===== config.mk =====
export PLATFORM = sky130hd
export DESIGN_NAME = branch_predictor
export DESIGN_NICKNAME = d
export VERILOG_FILES = /design/src/rtl/branch_predictor_pkg.sv /design/src/rtl/branch_predictor_sat_counter2.sv /design/src/rtl/branch_predictor.sv
export SDC_FILE = /design/constraint.sdc
export NUM_CORES = 1
export LEC_CHECK = 0
export CAP_MARGIN = 10
export CORE_ASPECT_RATIO = 1.25
export CORE_MARGIN = 2
export CORE_UTILIZATION = 49
export DETAILED_ROUTE_END_ITERATION = 6
export PLACE_DENSITY = 0.72
export SYNTH_ARGS = -nofsm -noshare
export SYNTH_HDL_FRONTEND = slang
export SYNTH_SLANG_ARGS = --single-unit

===== constraint.sdc =====
create_clock -name clk -period 5.1 [get_ports clk]
set_input_delay 0.765 -clock clk [delete_from_list [all_inputs] [get_ports clk]]
set_output_delay 0.765 -clock clk [all_outputs]
set_load 0.02 [all_outputs]

===== src/rtl/branch_predictor_pkg.sv =====
`default_nettype none
// +----------------------------------------------------------------------+
// | branch_predictor_pkg : shared encodings and defaults for the BPU     |
// | Revision: 1.0                                                        |
// +----------------------------------------------------------------------+
package branch_predictor_pkg;

   // 2-bit saturating counter states; bit[1] is the predicted direction
   typedef enum logic [1:0] {
      SNT = 2'b00,
      WNT = 2'b01,
      WT  = 2'b10,
      ST  = 2'b11
   } cnt_e;

   localparam int C_IDX_W_DEF = 6;
   localparam int C_GHR_W_DEF = 6;

   // Primary opcodes of the conditional branches that train the table
   localparam logic [5:0] C_OP_REGIMM = 6'b000001;
   localparam logic [5:0] C_OP_BEQ    = 6'b000100;
   localparam logic [5:0] C_OP_BNE    = 6'b000101;

   function automatic logic cnt_predicts_taken(input logic [1:0] cnt);
      return cnt[1];
   endfunction

endpackage
`default_nettype wire


===== src/rtl/branch_predictor_sat_counter2.sv =====
`default_nettype none
// +----------------------------------------------------------------------+
// | sat_counter2 : next value of a 2-bit saturating counter              |
// | Revision: 1.0                                                        |
// +----------------------------------------------------------------------+
module sat_counter2
   import branch_predictor_pkg::*;
(
   input  logic [1:0] cur_i,
   input  logic       taken_i,
   output logic [1:0] nxt_o
);

   always_comb begin
      nxt_o = cur_i;
      if (taken_i) begin
         if (cur_i != ST) nxt_o = cur_i + 2'd1;
      end else begin
         if (cur_i != SNT) nxt_o = cur_i - 2'd1;
      end
   end

endmodule
`default_nettype wire


===== src/rtl/branch_predictor.sv =====
`default_nettype none
// +----------------------------------------------------------------------+
// | branch_predictor : direct-mapped 2-bit BHT with perf counters        |
// | Optional gshare indexing with macro BPU_GSHARE_EN. Revision: 1.0     |
// +----------------------------------------------------------------------+
module branch_predictor
   import branch_predictor_pkg::*;
#(
   parameter int         IDX_W    = C_IDX_W_DEF,
   parameter logic [1:0] CNT_INIT = WNT,
   parameter int         GHR_W    = C_GHR_W_DEF
) (
   input  logic        clk,
   input  logic        resetn,
   input  logic        fetch_en,
   input  logic [31:0] fetch_pc,
   output logic        pred_valid,
   output logic        pred_taken,
   input  logic        update_en,
   input  logic [31:0] update_pc,
   input  logic        update_taken,
   input  logic        update_pred,
   output logic [31:0] branch_cnt,
   output logic [31:0] mispred_cnt
);

   localparam int C_ENTRIES = 1 << IDX_W;

   logic [1:0]       bht_q [C_ENTRIES];
   logic [IDX_W-1:0] fetch_idx;
   logic [IDX_W-1:0] upd_idx;
   logic [1:0]       upd_cur;
   logic [1:0]       upd_nxt;
   logic             pred_valid_q, pred_valid_d;
   logic             pred_taken_q, pred_taken_d;
   logic [31:0]      branch_cnt_q, branch_cnt_d;
   logic [31:0]      mispred_cnt_q, mispred_cnt_d;

   logic unused_pc_bits;
   assign unused_pc_bits = ^{fetch_pc[31:IDX_W+2], fetch_pc[1:0],
                             update_pc[31:IDX_W+2], update_pc[1:0]};

`ifdef BPU_GSHARE_EN
   logic [GHR_W-1:0] ghr_q, ghr_d;

   // Update side hashes with the history as it stood before this cycle's shift
   assign fetch_idx = fetch_pc[IDX_W+1:2] ^ IDX_W'(ghr_q);
   assign upd_idx   = update_pc[IDX_W+1:2] ^ IDX_W'(ghr_q);
   assign ghr_d     = update_en ? GHR_W'({ghr_q, update_taken}) : ghr_q;

   always_ff @(posedge clk) begin
      if (!resetn) ghr_q <= '0;
      else         ghr_q <= ghr_d;
   end
`else
   assign fetch_idx = fetch_pc[IDX_W+1:2];
   assign upd_idx   = update_pc[IDX_W+1:2];
`endif

   assign upd_cur = bht_q[upd_idx];

   sat_counter2 u_sat (
      .cur_i   (upd_cur),
      .taken_i (update_taken),
      .nxt_o   (upd_nxt)
   );

   // Prediction reads the table before this edge's update lands (no bypass)
   always_comb begin
      pred_valid_d  = pred_valid_q;
      pred_taken_d  = pred_taken_q;
      branch_cnt_d  = branch_cnt_q;
      mispred_cnt_d = mispred_cnt_q;
      if (fetch_en) begin
         pred_valid_d = 1'b1;
         pred_taken_d = cnt_predicts_taken(bht_q[fetch_idx]);
      end
      if (update_en) begin
         if (branch_cnt_q != 32'hFFFF_FFFF) branch_cnt_d = branch_cnt_q + 32'd1;
         if ((update_taken != update_pred) && (mispred_cnt_q != 32'hFFFF_FFFF))
            mispred_cnt_d = mispred_cnt_q + 32'd1;
      end
   end

   always_ff @(posedge clk) begin
      if (!resetn) begin
         for (int i = 0; i < C_ENTRIES; i++) bht_q[i] <= CNT_INIT;
      end else if (update_en) begin
         bht_q[upd_idx] <= upd_nxt;
      end
   end

   always_ff @(posedge clk) begin
      if (!resetn) begin
         pred_valid_q  <= 1'b0;
         pred_taken_q  <= 1'b0;
         branch_cnt_q  <= '0;
         mispred_cnt_q <= '0;
      end else begin
         pred_valid_q  <= pred_valid_d;
         pred_taken_q  <= pred_taken_d;
         branch_cnt_q  <= branch_cnt_d;
         mispred_cnt_q <= mispred_cnt_d;
      end
   end

   assign pred_valid  = pred_valid_q;
   assign pred_taken  = pred_taken_q;
   assign branch_cnt  = branch_cnt_q;
   assign mispred_cnt = mispred_cnt_q;

endmodule
`default_nettype wire


==> results <==
- The vertical die dimension is 167.2 um.
- The final critical-path share of the clock period is 74.59%.
- OpenSTA, run right after detailed placement, puts the worst setup slack at 872.9 ps.
- The number of antenna-violating nets in the routed design is 0.
- The simple-gate area share of the yosys netlist is 17.26%.
- The later pin in the worst-skew pair is clocked with a latency of 440 ps.
- Once placement finished, the instance area stood at between 10000 and 15000 um2.
- The number of hold-slack violations in the final timing report was 0.
- The growth of design area from synthesis to finish is 15.92%.
- The most area-hungry cell type in the Yosys netlist is sky130_fd_sc_hd__edfxtp_1.
- Setup slack on the critical path of the routed design comes to 1296 ps.
- After clock tree synthesis, the flow added hold-fix buffers numbering 0.
- After clock tree synthesis, the clock-pin slew on the worst setup and hold paths is around 70 ps.
- CTS placed an instance of sky130_fd_sc_hd__clkbuf_16 at the clock tree root.
- For this design the ratio of total power to cell area is 284.9 nW/um2.
- The DRC marker count from the first detailed-route iteration is a little under 800.
- In the routed design, unresolved DRC markers number 0.
- The number of global-route vias before repair is 7962.
- The CTS buffer count is 17.
- Clock skew on the completed layout was measured at 17.03 ps.
- Of the total synthesized cell area, the portion taken by full adders, half adders and majority gates is less than 1%.
- The worst relative slew slack is 20.31%.
- After clock tree synthesis, the setup repair step added 0 buffers.
- In this run the worst hold path is classified as flop to flop.
- The run finished with clean final reports.
- The synthesized netlist devotes 4.277% of its cell area to XOR and XNOR gates.
- The dominant combinational cell family by area after synthesis is simple AND/OR/NAND/NOR gates.
- The final setup TNS is 0 ps.
- The sequential fraction of the synthesis area is 49.45%.
- Of all flip-flops after synthesis, the portion carrying an async set or reset was 0%.
- The number of unique standard cell types used by synthesis is 62.
- The via density per instance is slightly above 6.
- Summed over all cells, the static leakage comes to 0.004303 uW.
- Cells fill 57.95% of the core in the end.
- After clock tree synthesis, the repair step resized 0 gates.
- Setup violations remaining at the end of the flow were counted as 0.
- The largest net degree at the start of global routing is ~70.
- Derived from the worst setup path, the maximum achievable clock frequency is 262.9 MHz.
- The final routed wirelength across all metal layers is 26.70 mm.
- The compound-cell area share of the yosys netlist is between 10% and 20%.
- At the end of routability-driven placement, the weighted congestion stood at 0.8990.
- The effective utilization at floorplan is 49.99%.
- The H-tree was split into 4 levels.
- The startpoint type of the worst setup path is an input pin.
- The worst-case IR drop observed on VDD is 0.2689 mV.
- The fraction of synthesized area in multiplexers is 9.992%.
- The sink count of the clock tree is ~190.
- Counting every instance in the synthesized netlist gives 972.
- The number of antenna repair diodes is 0.
- The number of input and output port buffers inserted is 83.
- The number of nets in the synthesized netlist is around 1.0k.
- The dominant synthesized flop cell is sky130_fd_sc_hd__edfxtp_1.
- The number of antenna violations at the first check in global routing is 0.
- Yosys attributes the largest share of cell area to sky130_fd_sc_hd__edfxtp_1, sky130_fd_sc_hd__dfxtp_1, sky130_fd_sc_hd__mux4_2.
- The post-DP HPWL is 17.78 mm.
- In this run the cell area of the synthesized design comes to between 10000 and 15000 um2.
- Counting flops with a built-in enable in the synthesized netlist gives 128.
- The total track usage is 24.31%.
- The maximum count of clock buffers along a single path is 2.
- The register bit total from synthesis is approximately 190.
- The kind of critical path is input pin to flop.
- The transition time of the tightest slew-check pin is 1184 ps.
- For this run, the number of Yosys warnings is 0.
- The number of stages on the worst hold path is 1.
- The floorplan has just under 60 rows.
- The count of TritonRoute iterations in the first routing pass is 5.
- The area of all placed cells without fillers is between 10000 and 15000 um2.
- The number of pins with negative max-slew slack in the final report is 0.
- The die covers roughly 23000 um2.
- Setup repair after global routing left no endpoint under its margin.
- After layout, the minimum clock period comes to 3804 ps.
- The overall overflow remaining after global route is 0.
- The routed layout has 8010 vias.
- The count of max-cap constraint violations is 0.
- In this run the horizontal extent of the chip is 134.6 um.
- ~140 I/O pins were placed.
- At the end of the flow, the number of nets in the layout was roughly 1.1k.
- The design draws 3449 uW.
- STA puts the critical path data required time at 5260 ps.
- The top fanout value on the critical path is between 60 and 70.
- Each instance of the synthesized netlist takes up on average 10.74 um2.
- For the worst setup path, the data arrival time is 3970 ps.
- The TritonCTS clock tree is yes.
- The core region area is 20890 um2.
- The first global-routing pass estimated roughly 43 mm of wire.
- The wire length per cell after detailed routing is a little over 20 um.
- The nature of the critical path endpoint is a flop.
- The layout has 1780 filler cells.
- The top cell type by area accounts for 36.80% of the synthesized area.
- The logic depth of the worst register-to-register path is 8.
- The fraction of layout cells with a size suffix above 1 is 12.13%.
- For flop-to-flop paths, the worst setup slack is between 2000 and 2500 ps.
==> area by class of cell <==
type                    count  area (um2)  area share (%)
flip-flops and latches    194        5165           42.66
clock inverters            13       125.1           1.033
multi-input cells         703        4917           40.62
clock buffers              19       454.2           3.752
inverters                   9       33.78          0.2790
well taps                 274       342.8           2.832
repair buffers            109        1069           8.826
==> path summary, 6_finish.rpt <==
| check | startpoint | to |
|---|---|---|
| setup / recovery | update_pc[3] | bht_q[17][1]$_SDFFCE_PN0P_ |
| hold / removal | pred_valid$_SDFFE_PN0P_ | pred_valid$_SDFFE_PN0P_ |
| setup reg to reg | bht_q[2][1]$_SDFFCE_PN0P_ | bht_q[17][1]$_SDFFCE_PN0P_ |
| hold reg to reg | pred_valid$_SDFFE_PN0P_ | pred_valid$_SDFFE_PN0P_ |
==> synthesized netlist by cell type, types with 4 or more instances <==
master and instances:
sky130_fd_sc_hd__mux2_2 5, sky130_fd_sc_hd__o21bai_1 59, sky130_fd_sc_hd__nand3_1 29, sky130_fd_sc_hd__or3_1 13
sky130_fd_sc_hd__buf_4 7, sky130_fd_sc_hd__xnor2_1 36, sky130_fd_sc_hd__dfxtp_1 66, sky130_fd_sc_hd__a21boi_0 12
sky130_fd_sc_hd__a211oi_1 7, sky130_fd_sc_hd__a21oi_2 21, sky130_fd_sc_hd__and2_1 49, sky130_fd_sc_hd__buf_6 9
sky130_fd_sc_hd__clkbuf_1 37, sky130_fd_sc_hd__buf_2 11, sky130_fd_sc_hd__inv_1 9, sky130_fd_sc_hd__and4_1 10
sky130_fd_sc_hd__nand4_1 15, sky130_fd_sc_hd__a22oi_1 8, sky130_fd_sc_hd__nor2b_1 11, sky130_fd_sc_hd__nor3_1 9
sky130_fd_sc_hd__o21ai_0 25, sky130_fd_sc_hd__o211ai_1 6, sky130_fd_sc_hd__a21oi_1 50, sky130_fd_sc_hd__nand3b_1 7
sky130_fd_sc_hd__nor2_1 25, sky130_fd_sc_hd__xor2_1 15, sky130_fd_sc_hd__mux2i_1 33, sky130_fd_sc_hd__nand2_1 159
sky130_fd_sc_hd__edfxtp_1 128, sky130_fd_sc_hd__a22o_1 4, sky130_fd_sc_hd__and3_1 14, sky130_fd_sc_hd__o22ai_1 7
sky130_fd_sc_hd__mux4_2 27
==> per-layer routing <==
layer | track usage [%] | vias up | wire length, um
met3 | 4.148 | 60 | 1749
met2 | 41.84 | 329 | 13350
li1 | - | 3720 | -
met4 | 10.43 | 0 | 885
met1 | 30.04 | 3901 | 10710
met5 | 0 | - | 0
==> per-stage QoR <==
| step | std cells | hold slack, ps |
|---|---|---|
| floorplan | 972 | 544.3 |
| global placement | 1289 | 448.3 |
| detailed placement | 1289 | 458.8 |
| CTS | 1321 | 475.0 |
| global route | 1321 | 507.9 |
| finish | 1321 | 467.7 |
==> power breakdown <==
group | switching, uW | leakage, uW | total (uW) | internal, uW
combinational | 266 | 0.00233 | 399 | 133
clock | 603 | 0.000296 | 1330 | 728
sequential | 18.7 | 0.00168 | 1720 | 1700
==> cells in the final DEF (no fill, tap or decap), types with 4 or more instances in the layout <==
| cell | count |
|---|---|
| sky130_fd_sc_hd__nand4_1 | 15 |
| sky130_fd_sc_hd__clkdlybuf4s50_1 | 81 |
| sky130_fd_sc_hd__nand2_1 | 159 |
| sky130_fd_sc_hd__dfxtp_1 | 66 |
| sky130_fd_sc_hd__mux4_2 | 27 |
| sky130_fd_sc_hd__a21oi_1 | 50 |
| sky130_fd_sc_hd__a22o_1 | 4 |
| sky130_fd_sc_hd__o22ai_1 | 7 |
| sky130_fd_sc_hd__clkbuf_16 | 18 |
| sky130_fd_sc_hd__and2_1 | 49 |
| sky130_fd_sc_hd__o21bai_1 | 59 |
| sky130_fd_sc_hd__a21oi_2 | 20 |
| sky130_fd_sc_hd__nor2_1 | 25 |
| sky130_fd_sc_hd__xnor2_1 | 36 |
| sky130_fd_sc_hd__or3_1 | 13 |
| sky130_fd_sc_hd__mux2i_1 | 33 |
| sky130_fd_sc_hd__a22oi_1 | 8 |
| sky130_fd_sc_hd__nand3_1 | 29 |
| sky130_fd_sc_hd__buf_4 | 23 |
| sky130_fd_sc_hd__edfxtp_1 | 128 |
| sky130_fd_sc_hd__and4_1 | 10 |
| sky130_fd_sc_hd__and3_1 | 14 |
| sky130_fd_sc_hd__inv_1 | 9 |
| sky130_fd_sc_hd__nor3_1 | 9 |
| sky130_fd_sc_hd__buf_12 | 4 |
| sky130_fd_sc_hd__o21ai_0 | 25 |
| sky130_fd_sc_hd__nand3b_1 | 7 |
| sky130_fd_sc_hd__mux2_2 | 5 |
| sky130_fd_sc_hd__o211ai_1 | 6 |
| sky130_fd_sc_hd__a21boi_0 | 12 |
| sky130_fd_sc_hd__a211oi_1 | 7 |
| sky130_fd_sc_hd__nor2b_1 | 11 |
| sky130_fd_sc_hd__xor2_1 | 15 |
==> cell families (layout without fill, tap and decap cells) <==
logic type                 count (synthesis)  after routing
and+or+nand+nor                          359            359
AOI/OAI and AO/OA                        223            223
xor gates and xnor gates                  51             51
buffers and inverters                     75            150
muxes                                     68             68
adders and majority gates                  2              2
DFF                                      194            194
==> flip-flops by register name, indices dropped and copies added (netlist names) <==
register,count
bht_q,128
pred_valid,1
branch_cnt,32
pred_taken,1
mispred_cnt,32
==> worst max-delay path, cell delays in order <==
cell and delay [ps]:
sky130_fd_sc_hd__clkdlybuf4s50_1 450, sky130_fd_sc_hd__buf_4 260, sky130_fd_sc_hd__buf_4 310, sky130_fd_sc_hd__nand2b_1 430, sky130_fd_sc_hd__o22ai_1 150, sky130_fd_sc_hd__a221oi_2 230, sky130_fd_sc_hd__o22ai_1 130, sky130_fd_sc_hd__or3_1 410
sky130_fd_sc_hd__o31ai_4 290, sky130_fd_sc_hd__buf_12 370, sky130_fd_sc_hd__a211oi_1 130
Note: power is estimated with default switching activity, not from simulation.
